[src/rtl/slave_monitor_capture_fifo.sv]
// Passive APB-style bus snooper: decodes completed transfers into records and
// buffers them in a first-word-fall-through FIFO with sticky error flags.
module slave_monitor_capture_fifo #(
  parameter int ADDR_WIDTH = 32,
  parameter int DATA_WIDTH = 32,
  parameter int DEPTH      = 8,
  parameter int WAIT_WIDTH = 8
) (
  input  logic                    pclk,
  input  logic                    preset_n,
  input  logic                    psel,
  input  logic                    penable,
  input  logic                    pwrite,
  input  logic [ADDR_WIDTH-1:0]   paddr,
  input  logic [DATA_WIDTH-1:0]   pwdata,
  input  logic [DATA_WIDTH-1:0]   prdata,
  input  logic                    pready,
  input  logic                    pslverr,
  output logic                    txn_valid,
  input  logic                    txn_ready,
  output logic                    txn_write,
  output logic [ADDR_WIDTH-1:0]   txn_addr,
  output logic [DATA_WIDTH-1:0]   txn_data,
  output logic                    txn_slverr,
  output logic [WAIT_WIDTH-1:0]   txn_wait,
  output logic [$clog2(DEPTH):0]  count,
  output logic                    overflow,
  output logic                    protocol_err,
  input  logic                    clear_err
);

  localparam int PW = $clog2(DEPTH);
  localparam logic [PW-1:0] PTR_ONE = 1;
  localparam logic [PW:0]   CNT_ONE = 1;
  localparam logic [PW:0]   CNT_FULL = DEPTH[PW:0];

  typedef enum logic [1:0] {IDLE, SETUP, ACCESS} state_t;

  typedef struct packed {
    logic                  write;
    logic [ADDR_WIDTH-1:0] addr;
    logic [DATA_WIDTH-1:0] data;
    logic                  slverr;
    logic [WAIT_WIDTH-1:0] wcnt;
  } rec_t;

  state_t                state_q, state_d;
  logic [ADDR_WIDTH-1:0] addr_q, addr_d;
  logic                  write_q, write_d;
  logic [DATA_WIDTH-1:0] wdata_q, wdata_d;
  logic [WAIT_WIDTH-1:0] wait_q, wait_d;
  logic                  push, perr_evt;
  rec_t                  rec;

  rec_t                  mem [DEPTH];
  logic [PW-1:0]         wr_ptr_q, wr_ptr_d, rd_ptr_q, rd_ptr_d;
  logic [PW:0]           count_q, count_d;
  rec_t                  head_q, head_d;
  logic                  overflow_q, overflow_d, perr_q, perr_d;
  logic                  full, empty, pop, wr_en, drains_to_empty;

  // SETUP means the setup phase has been seen, so the current bus cycle is the
  // first access cycle; a zero-wait transfer completes directly from SETUP.
  always_comb begin
    state_d  = state_q;
    addr_d   = addr_q;
    write_d  = write_q;
    wdata_d  = wdata_q;
    wait_d   = wait_q;
    push     = 1'b0;
    perr_evt = 1'b0;
    rec      = '{write: write_q, addr: addr_q,
                 data: write_q ? wdata_q : prdata,
                 slverr: pslverr, wcnt: wait_q};
    if (penable && !psel) begin
      perr_evt = 1'b1;
      state_d  = IDLE;
      wait_d   = '0;
    end else begin
      case (state_q)
        IDLE: begin
          if (psel && !penable) begin
            state_d = SETUP;
            addr_d  = paddr;
            write_d = pwrite;
            wdata_d = pwdata;
          end else if (psel && penable) begin
            perr_evt = 1'b1;
          end
        end
        SETUP, ACCESS: begin
          if (!psel) begin
            perr_evt = 1'b1;
            state_d  = IDLE;
            wait_d   = '0;
          end else if (!penable) begin
            if (state_q == SETUP) begin
              addr_d  = paddr;
              write_d = pwrite;
              wdata_d = pwdata;
            end else begin
              perr_evt = 1'b1;
              state_d  = IDLE;
              wait_d   = '0;
            end
          end else if (paddr != addr_q || pwrite != write_q) begin
            perr_evt = 1'b1;
            state_d  = IDLE;
            wait_d   = '0;
          end else if (pready) begin
            push    = 1'b1;
            state_d = IDLE;
            wait_d  = '0;
          end else begin
            state_d = ACCESS;
            wait_d  = (wait_q == '1) ? wait_q : wait_q + 1'b1;
          end
        end
        default: begin
          state_d = IDLE;
          wait_d  = '0;
        end
      endcase
    end
  end

  always_comb begin
    full       = (count_q == CNT_FULL);
    empty      = (count_q == '0);
    pop        = !empty && txn_ready;
    wr_en      = push && (!full || pop);
    overflow_d = (overflow_q && !clear_err) || (push && full && !pop);
    perr_d     = (perr_q && !clear_err) || perr_evt;
    wr_ptr_d   = wr_en ? wr_ptr_q + PTR_ONE : wr_ptr_q;
    rd_ptr_d   = pop ? rd_ptr_q + PTR_ONE : rd_ptr_q;
    count_d    = count_q;
    if (wr_en && !pop)      count_d = count_q + CNT_ONE;
    else if (!wr_en && pop) count_d = count_q - CNT_ONE;
    // Registered head: a record landing in an emptied FIFO becomes the head
    // directly; otherwise a pop exposes the next stored entry.
    drains_to_empty = empty || (pop && count_q == CNT_ONE);
    head_d = head_q;
    if (count_d != '0) begin
      if (drains_to_empty)  head_d = rec;
      else if (pop)         head_d = mem[rd_ptr_d];
    end
  end

  always_ff @(posedge pclk) begin
    if (wr_en) mem[wr_ptr_q] <= rec;
  end

  always_ff @(posedge pclk or negedge preset_n) begin
    if (!preset_n) begin
      state_q    <= IDLE;
      addr_q     <= '0;
      write_q    <= 1'b0;
      wdata_q    <= '0;
      wait_q     <= '0;
      wr_ptr_q   <= '0;
      rd_ptr_q   <= '0;
      count_q    <= '0;
      head_q     <= '0;
      overflow_q <= 1'b0;
      perr_q     <= 1'b0;
    end else begin
      state_q    <= state_d;
      addr_q     <= addr_d;
      write_q    <= write_d;
      wdata_q    <= wdata_d;
      wait_q     <= wait_d;
      wr_ptr_q   <= wr_ptr_d;
      rd_ptr_q   <= rd_ptr_d;
      count_q    <= count_d;
      head_q     <= head_d;
      overflow_q <= overflow_d;
      perr_q     <= perr_d;
    end
  end

  assign txn_valid    = !empty;
  assign txn_write    = head_q.write;
  assign txn_addr     = head_q.addr;
  assign txn_data     = head_q.data;
  assign txn_slverr   = head_q.slverr;
  assign txn_wait     = head_q.wcnt;
  assign count        = count_q;
  assign overflow     = overflow_q;
  assign protocol_err = perr_q;

endmodule

[config.mk]
export PLATFORM = sky130hd
export DESIGN_NAME = slave_monitor_capture_fifo
export DESIGN_NICKNAME = d
export VERILOG_FILES = /design/src/rtl/slave_monitor_capture_fifo.sv
export SDC_FILE = /design/constraint.sdc
export NUM_CORES = 1
export LEC_CHECK = 0
export ABC_AREA = 1
export CAP_MARGIN = 25
export CORE_AREA = 3 3 218 273
export CTS_CLUSTER_DIAMETER = 40
export DETAILED_ROUTE_END_ITERATION = 6
export DIE_AREA = 0 0 221 276
export PLACE_DENSITY = 0.74
export SYNTH_ARGS = -nofsm -noshare
export SYNTH_HDL_FRONTEND = slang
export SYNTH_SLANG_ARGS = --single-unit
[constraint.sdc]
create_clock -name pclk -period 11.9 [get_ports pclk]
set_input_delay 1.19 -clock pclk [delete_from_list [all_inputs] [get_ports pclk]]
set_output_delay 1.19 -clock pclk [all_outputs]
set_load 0.01 [all_outputs]
Word-level counts from Yosys, hierarchy flattened --
Memory sizes are Yosys's and may differ from the RTL's. Cells that the tools add are included.
Word-level totals: register bits after elaboration 161, bits in writable memories 592, bits of input ports 105, word-level logic and storage cells 124, memories kept 1
Cells by class: add/sub/neg operators 5, equality and inequality tests 15, mux-type cells 53, bitwise gates (word level) 1, reductions and logical operators 34
Memory list:
- mem | words 8, width 74, read ports 1, clocked after memory_dff 0, wr ports 1, line 55 | rec_t mem [DEPTH];
Operators with widths (number):
- two-way mux 32 bit | 9
- two-way mux 74 bit | 2
- case mux 32 bit (2 select lines) | 2
- two-way mux 8 bit | 7
- inequality test 32 bit | 1
- two-way mux 1 bit | 19
- case mux 8 bit (2 select lines) | 1
- two-way mux 2 bit | 7
- logical AND 1 bit | 12
- inequality test 2 bit, second input constant | 5
- adder 8 x 1 -> 8 bit, second input constant | 1
- equality test 8 bit, second input constant | 1
- two-way mux 4 bit | 2
- zero test 1 bit | 7
- inequality test 7 bit, second input constant | 1
- adder 3 x 1 -> 3 bit, second input constant | 2
- AND reduction 6 bit | 1
- logical OR 1 bit | 5
- inequality test 5 bit, second input constant | 1
- adder 4 x 1 -> 4 bit, second input constant | 1
- equality test 4 x 1 -> 1 bit, second input constant | 1
- equality test 4 bit, second input constant | 1
- zero test 4 bit | 1
- case mux 1 bit (2 select lines) | 2
- 14 further kinds | 16

Depth between registers and ports, before layout --
Gate-level depths: netlist (run 1).
depth after elaboration 14, mapped depth 21, depth with buffers taken out 19

Worst setup path after synthesis (run 1) --
Ideal clock, no wire load.
kind in2reg, from in psel, to mem mem[3][0] in the netlist's numbering, enable pin, setup time 0.597 ns, arrival time 7.244 ns, data required time 11.303 ns, slack 4.059 ns, cell stages on the path 11, cell sequence inv_1 -> ha_1 -> inv_1 -> nand3_1 -> inv_1 -> nand3_2 -> inv_2 -> nand2_1 -> inv_1 -> nand2_1 -> nor3_1
Between the ends: cells in the longest elaborated chain, start to end 6, elaborated cells on any way between the ends 8, those cells by class 5 x mux; 3 x reduce/logical
Ends and longest elaborated chain:
- start, declared | line 11 | input logic psel,
- two-way mux 1 bit / zero test 1 bit (equally long branches)
- two-way mux 1 bit / logical AND 1 bit (equally long branches) | line 80, 75
- two-way mux 1 bit * | line 75 | if (penable && !psel) begin
- logical AND 1 bit * | line 131 | wr_en = push && (!full || pop);
- two-way mux 1 bit * | line 150 | if (wr_en) mem[wr_ptr_q] <= rec;
- two-way mux 1 bit (not written as such) * | line 150
- end, declared | line 55
Every way passes the cells marked *; elsewhere a longest branch is shown, timed or not.

Worst setup path in the final report (run 1) --
from in txn_ready, to reg head_q, in the netlist txn_addr[3]
Between the ends: cells in the longest elaborated chain, start to end 9, elaborated cells on any way between the ends 18, those cells by class 5 x mux; 12 x reduce/logical; 1 x memory
Ends and longest elaborated chain:
- start, declared | line 20 | input logic txn_ready,
- logical AND 1 bit * | line 130 | pop = !empty && txn_ready;
- logical OR 1 bit | line 131
- logical AND 1 bit | line 131
- zero test 1 bit | line 138 | else if (!wr_en && pop) count_d = count_q - CNT_ONE;
- logical AND 1 bit | line 138
- two-way mux 4 bit | line 138
- two-way mux 4 bit | line 137 | if (wr_en && !pop) count_d = count_q + CNT_ONE;
- nonzero test 4 bit | line 143 | if (count_d != '0) begin
- AND reduction 2 bit (no line)
- end signal, assigned | line 163 | head_q <= '0;
- end signal, assigned | line 175 | head_q <= head_d;
- end, declared | line 58 | rec_t head_q, head_d;
Every way passes the cells marked *; elsewhere a longest branch is shown, timed or not. The select of a mux whose other input is x is not followed. A chain may end at the register's enable or synchronous reset.

==> results of run 1 <==
## how the worst max path moves through the flow
stage	from	slack [ns]	depth (start not counted)	end
2_1_floorplan	psel	4.06	11	mem[3][0]
3_3_place_gp	txn_ready	6.63	12	txn_addr[3]
3_5_place_dp	txn_ready	6.52	12	txn_addr[3]
4_1_cts	txn_ready	7.16	12	txn_addr[3]
5_1_grt	txn_ready	6.80	12	txn_addr[3]
6_report	txn_ready	6.97	12	txn_addr[3]
## routing by layer
metal | track usage [%] | wire (µm)
met1 | 34.7 | 31600
met2 | 43.9 | 40300
met3 | 4.83 | 7730
met4 | 10.4 | 2430
met5 | 0 | 61
## registers in the layout, indices dropped and copies added, names as in the netlist
| name | cells |
|---|---|
| wait_q | 8 |
| addr_q | 32 |
| rd_ptr_q | 3 |
| protocol_err | 1 |
| txn_wait | 8 |
| wdata_q | 32 |
| txn_data | 32 |
| txn_slverr | 1 |
| count | 4 |
| txn_addr | 32 |
| overflow | 1 |
| write_q | 1 |
| wr_ptr_q | 3 |
| txn_write | 1 |
| state_q | 2 |
| mem | 592 |
## through the flow
| stage | hold WS, ns | worst slack, ns |
|---|---|---|
| global route | 0.496 | 6.80 |
| CTS | 0.485 | 7.16 |
| detailed placement | 0.461 | 6.52 |
| finish | 0.477 | 6.97 |
| global placement | 0.464 | 6.63 |
| floorplan | 0.501 | 4.06 |
## area by class of cell
class,count,area share (%)
tap,750,2.56
inverter,125,1.30
clock inverter,44,1.41
antenna,2,0.0137
sequential,753,59.5
timing repair buffer,242,6.38
clock buffer,109,6.36
multi-input combinational,1694,22.5
## power groups by stage
| stage | logic [mW] | registers, mW | clock network, mW |
|---|---|---|---|
| finish | 3.79 | 3.65 | 2.62 |
| global route | 4.16 | 3.69 | 2.75 |
| CTS | 3.71 | 3.65 | 2.64 |
| detailed placement | 3.68 | 3.70 | 0 |
| global placement | 3.57 | 3.69 | 0 |
| floorplan | 2.42 | 3.67 | 0 |
## cell families after synthesis
logic type / synth area share (%)
AO/OA/AOI/OAI: 11.6
buffers and inverters: 4.26
XOR/XNOR: 0.364
multiplexers: 0.288
adder cells (fa/ha/maj): 0.560
flip-flops: 69.7
AND/OR/NAND/NOR: 13.2
## worst min-delay path: cells and delay by family (launching register included)
kind	cells	cell delay [ns]
flops	1	0.35
simple gates	2	0.10
## placed cells by master, fill, tap and decap left out, types with 5 or more instances in the layout
cell type	n
a21oi_1	6
a31oi_1	43
buf_4	40
bufinv_16	8
clkbuf_1	15
clkbuf_16	87
clkbuf_4	12
clkbuf_8	7
clkdlybuf4s50_1	184
clkinv_2	9
clkinvlp_4	8
dfrtp_1	161
edfxtp_1	592
ha_1	14
inv_1	117
inv_2	5
inv_6	11
mux2_2	8
nand2_1	387
nand2_2	61
nand3_1	96
nand4_1	6
nor2_1	413
nor3_1	8
nor3_2	8
o21ai_0	407
o21ai_1	16
o22ai_1	184
xnor2_1	9
==> results.toml, run 1 <==
[critical_path]
r2r_slack_ns = 7.18
cp_data_arrival_time_ns = 5.47
ff2ff_path_depth = 14
worst_setup_path_end_kind = "flop"
required_ns = 12.44
start_kind = "input pin"
r2r-end = "txn_addr[3]"
r2r_start = "count[0]"
critical_path_class = "input pin to flop"
path_delay_family = "buffers and inverters"
slowest_stage = "buf_4"
cpPeakStageDelay_ns = 0.92
path_max_fanout = 120
path_cells = "clkdlybuf4s50_1 > nand2_4 > nand2_1 > nand2_8 > inv_6 > buf_4 > o21ai_0 > o22ai_1 > o21ai_0 > o22ai_1 > nand3_1 > nand2_1"
critPathBufInv = 3

[status]
status = "finished clean"

[sta]
finalClockSkew_ns = 0.0266
setup-tns-final_ns = 0
hold_viol_final = 0
period_minus_slack_ns = 4.93
slew_headroom_pct = 27.7
tightest_slew_ns = 1.07
finalCritPeriodShare_pct = 41.4
setup_viol = 0
fmax_ghz = 0.203
drv_slew = 0
rsz0062_at_grt = "no"

[yosys]
synth_commonest_cells = "edfxtp_1, nor2_1, o21ai_0"
synthArstFlopShare_pct = 21.4
synth-seq-cells = 753
avgSynthCellArea_um2 = 11.4
syn_area_um2 = 31300
synth_nets = 2863
synth_cells = 2744
yosys_warnings = 0
synth_top_area_share_pct = 56.9
synth_edf_count = 592
yosysMostFrequentCell = "edfxtp_1"
yosys-top-cells-area = "edfxtp_1, dfrtp_1, o21ai_0, nor2_1, nand2_1"
ys_seq_area_share_pct = 69.7
synth_largest_area_cell = "edfxtp_1"
ys.flop_type = "edfxtp_1"
yosysUniqueCellTypes = 46

[clock_network]
htree_num_levels = 3
cts_root_buffer = "clkbuf_16"
numCtsBuffers = 83
max-clock-path-buffers = 3
cts_hold_repair.buffers = 0
clkLatencyLatePin_ns = 0.63
clkTransAtPathRegs_ns = 0.06
cts_setup_buffers = 0
cts_resized = 0
cts_tree = "built"
cts_sinks = 753

[global_routing]
grt_pass1_vias = 22200
antenna_found_initial = 4
grt_max_degree = 121
gr-usage-all-layers_pct = 26.4
grt_pass1_wl_um = 127000
grt-ovfl-total = 0

[floorplanning]
rows = 98
dieHeight_um = 276
io_pins = 186
die_w_um = 221
core_um2 = 57100
initial_core_util_pct = 54.7
dieArea_um2 = 61000

[final_layout]
fin_area_um2 = 36600
nNetsFinal = 3018
final_cells = 3719
fillCellCount = 4259
multi_input_area_um2 = 8230
postLayoutCoreUtil_pct = 64.1
regArea_um2 = 21800
drive_gt1_share_pct = 9.81
area_delta_synth_final_pct = 17.2

[hold_path]
min_from = "txn_data[0]"
worstHoldPathCells = 2
min_delay_worst_endpoint = "txn_data[0]"
min_path_type = "flop to flop"

[power_and_ir_drop]
leakage_nw = 13.5
p_comb_share_pct = 37.6
vdd_drop_max_mv = 0.168
p_int_mw = 6.19
power_mw = 10.1
switching_share_pct = 38.5
switchingPower_mw = 3.87
p_clk_share_pct = 26.1
p_per_area_nw_per_um2 = 275
seqPwrFrac_pct = 36.3

[detailed_routing]
ant_nets = 0
drt_iter0_drc = 2431
routed_wl_um = 82000
first_pass_iters = 6
detail_route.vias_per_cell = 6.01
vias = 22300
detail_route.wl_per_cell_um = 22.1
drc_errors = 0

[flow_run]
cap_viol_max_count = 0

[placement]
placed_cells = 3549
port_buffers = 185
place_area_um2 = 33600
gp_congestion = 0.857
dpl.hpwl_um = 45100
Power figures use the tool's default switching activity.
==> run 2: changes to the inputs <==
==> constraint.sdc (replaced) <==
create_clock -name pclk -period 4.55 [get_ports pclk]
set_input_delay 0.455 -clock pclk [delete_from_list [all_inputs] [get_ports pclk]]
set_output_delay 0.455 -clock pclk [all_outputs]
set_load 0.01 [all_outputs]
==> run 2 against run 1 <==
Net effect:
- combinational power rose to 2.7 times the previous value
- via count up 0.83%
- worst setup slack worse by 6.1 ns
- first-iteration DRC count fell by 8.4%
- sequential power rose to 2.6 times the previous value
- wire length rose by 0.56%
- highest routed layer is now met4
- cell count up 0.40%
==> results.toml, run 2 (synthesis results as in run 1) <==
[placement]
port_buffers = 185
gp_congestion = 0.885
placed_cells = 3562
dpl.hpwl_um = 45800

[critical_path]
required_ns = 4.86
start_kind = "flop"
cp_data_arrival_time_ns = 3.95
r2r-end = "mem[3][20]"
path_max_fanout = 28
crit_start = "addr_q[14]"
critical_path_class = "flop to flop"
ff2ff_path_depth = 15
r2r_slack_ns = 0.91
worst_setup_path_end_kind = "flop"
r2r_start = "addr_q[14]"

[final_layout]
nNetsFinal = 3029
postLayoutCoreUtil_pct = 64.8
final_cells = 3734
drive_gt1_share_pct = 10.2
top_register = "mem"
largest_reg_flops = 592
multi_input_area_um2 = 8280
fillCellCount = 4237
regArea_um2 = 21800
most-common-layout-cells = "edfxtp_1, nor2_1, o21ai_0"
area_delta_synth_final_pct = 18.4
mostFrequentLayoutCell = "edfxtp_1"

[status]
status = "finished clean"

[sta]
hold_viol_final = 0
rsz0062_at_grt = "no"
setup_viol = 0
tightest_slew_ns = 1.09
period_minus_slack_ns = 3.64
finalClockSkew_ns = 0.0230
hold_ws_ns = 0.415
finalCritPeriodShare_pct = 80.1
fmax_ghz = 0.274
slew_headroom_pct = 26.7
drv_slew = 0

[power_and_ir_drop]
p_per_area_nw_per_um2 = 719
p_clk_share_pct = 26.1
switchingPower_mw = 10.3
p_int_mw = 16.3
seqPwrFrac_pct = 36.0
vdd_drop_max_mv = 0.517
p_comb_share_pct = 37.9
leakage_nw = 13.7
power_mw = 26.6
switching_share_pct = 38.7

[global_routing]
grt_max_degree = 149
grt-ovfl-total = 0
grt_pass1_wl_um = 127000
gr-usage-all-layers_pct = 26.5
antenna_found_initial = 3
grt_pass1_vias = 22800

[floorplanning]
dieHeight_um = 276
initial_core_util_pct = 54.7
die_w_um = 221
dieArea_um2 = 61000
core_um2 = 57100
rows = 98
io_pins = 186

[hold_path]
min_path_type = "input pin to flop"
min_from = "pwdata[17]"
worstHoldPathCells = 3
min_delay_worst_endpoint = "wdata_q[17]"

[detailed_routing]
detail_route.wl_per_cell_um = 22.1
ant_nets = 0
drt_iter0_drc = 2227
detail_route.vias_per_cell = 6.03
first_pass_iters = 7
routed_wl_um = 82500
vias = 22500
drc_errors = 0

[clock_network]
clkLatencyLatePin_ns = 0.64
clkTransAtPathRegs_ns = 0.06
numCtsBuffers = 87
cts_tree = "built"
max-clock-path-buffers = 3
htree_num_levels = 3
cts_resized = 0
cts_root_buffer = "clkbuf_16"
cts_sinks = 753

[flow_run]
cap_viol_max_count = 0
[run 2: power groups by stage]
stage	Sequential, mW	Clock (mW)	Combinational, mW
after floorplan	9.60	0	6.34
after global placement	9.67	0	9.53
after detailed placement	9.71	0	9.83
after CTS	9.58	7.03	9.94
after global routing	9.67	7.31	11.1
final	9.58	6.95	10.1
[run 2: what timing repair did]
action                    in CTS  in global routing
hold buffers                   1                  0
setup buffers                  0                  0
hold endpoints to repair      83                  0
[run 2: per-stage QoR]
stage	setup slack, ns	setup TNS (ns)	cell area, µm²
floorplan	-0.428	-249.07	31300
global placement	0.632	0	34000
detailed placement	0.544	0	34000
CTS	0.980	0	36900
global route	0.705	0	37000
finish	0.906	0	37000
[run 2: critical path: stages, from the launching register on]
cell,delay (ns)
dfrtp_1,0.57
inv_1,0.22
nand2_1,0.10
nand2_1,0.09
nor2_1,0.10
nand2_1,0.06
nor2_1,0.11
nand2_1,0.08
nor2_1,0.21
nand3_2,0.25
inv_2,0.13
nand2_1,0.08
inv_1,0.13
nand2_1,0.25
nor3_4,0.61
buf_12,0.31
[run 2: area by class of cell]
cell class	count	area share, %
Inverter	125	1.28
Multi-Input combinational cell	1694	22.4
Clock inverter	55	1.58
Sequential cell	753	58.9
Clock buffer	105	6.26
Timing Repair Buffer	249	7.04
Tap cell	750	2.54
Antenna cell	3	0.0203
[run 2: how the worst max path moves through the flow]
stage / endpoint / slack [ns] / cells past startpoint
global placement: mem[3][19] / 0.63 / 13
floorplan: mem[1][0] / -0.43 / 12
global route: mem[3][20] / 0.71 / 15
detailed placement: mem[3][20] / 0.54 / 13
CTS: mem[3][20] / 0.98 / 15
finish: mem[3][20] / 0.91 / 15
[run 2: metal layers]
metal	vias up	GRT usage (%)	wire length [µm]
li1	10100	-	-
met3	236	4.92	7600
met2	1250	43.7	40100
met5	-	0	0
met1	11000	34.9	32000
met4	0	11.0	2820
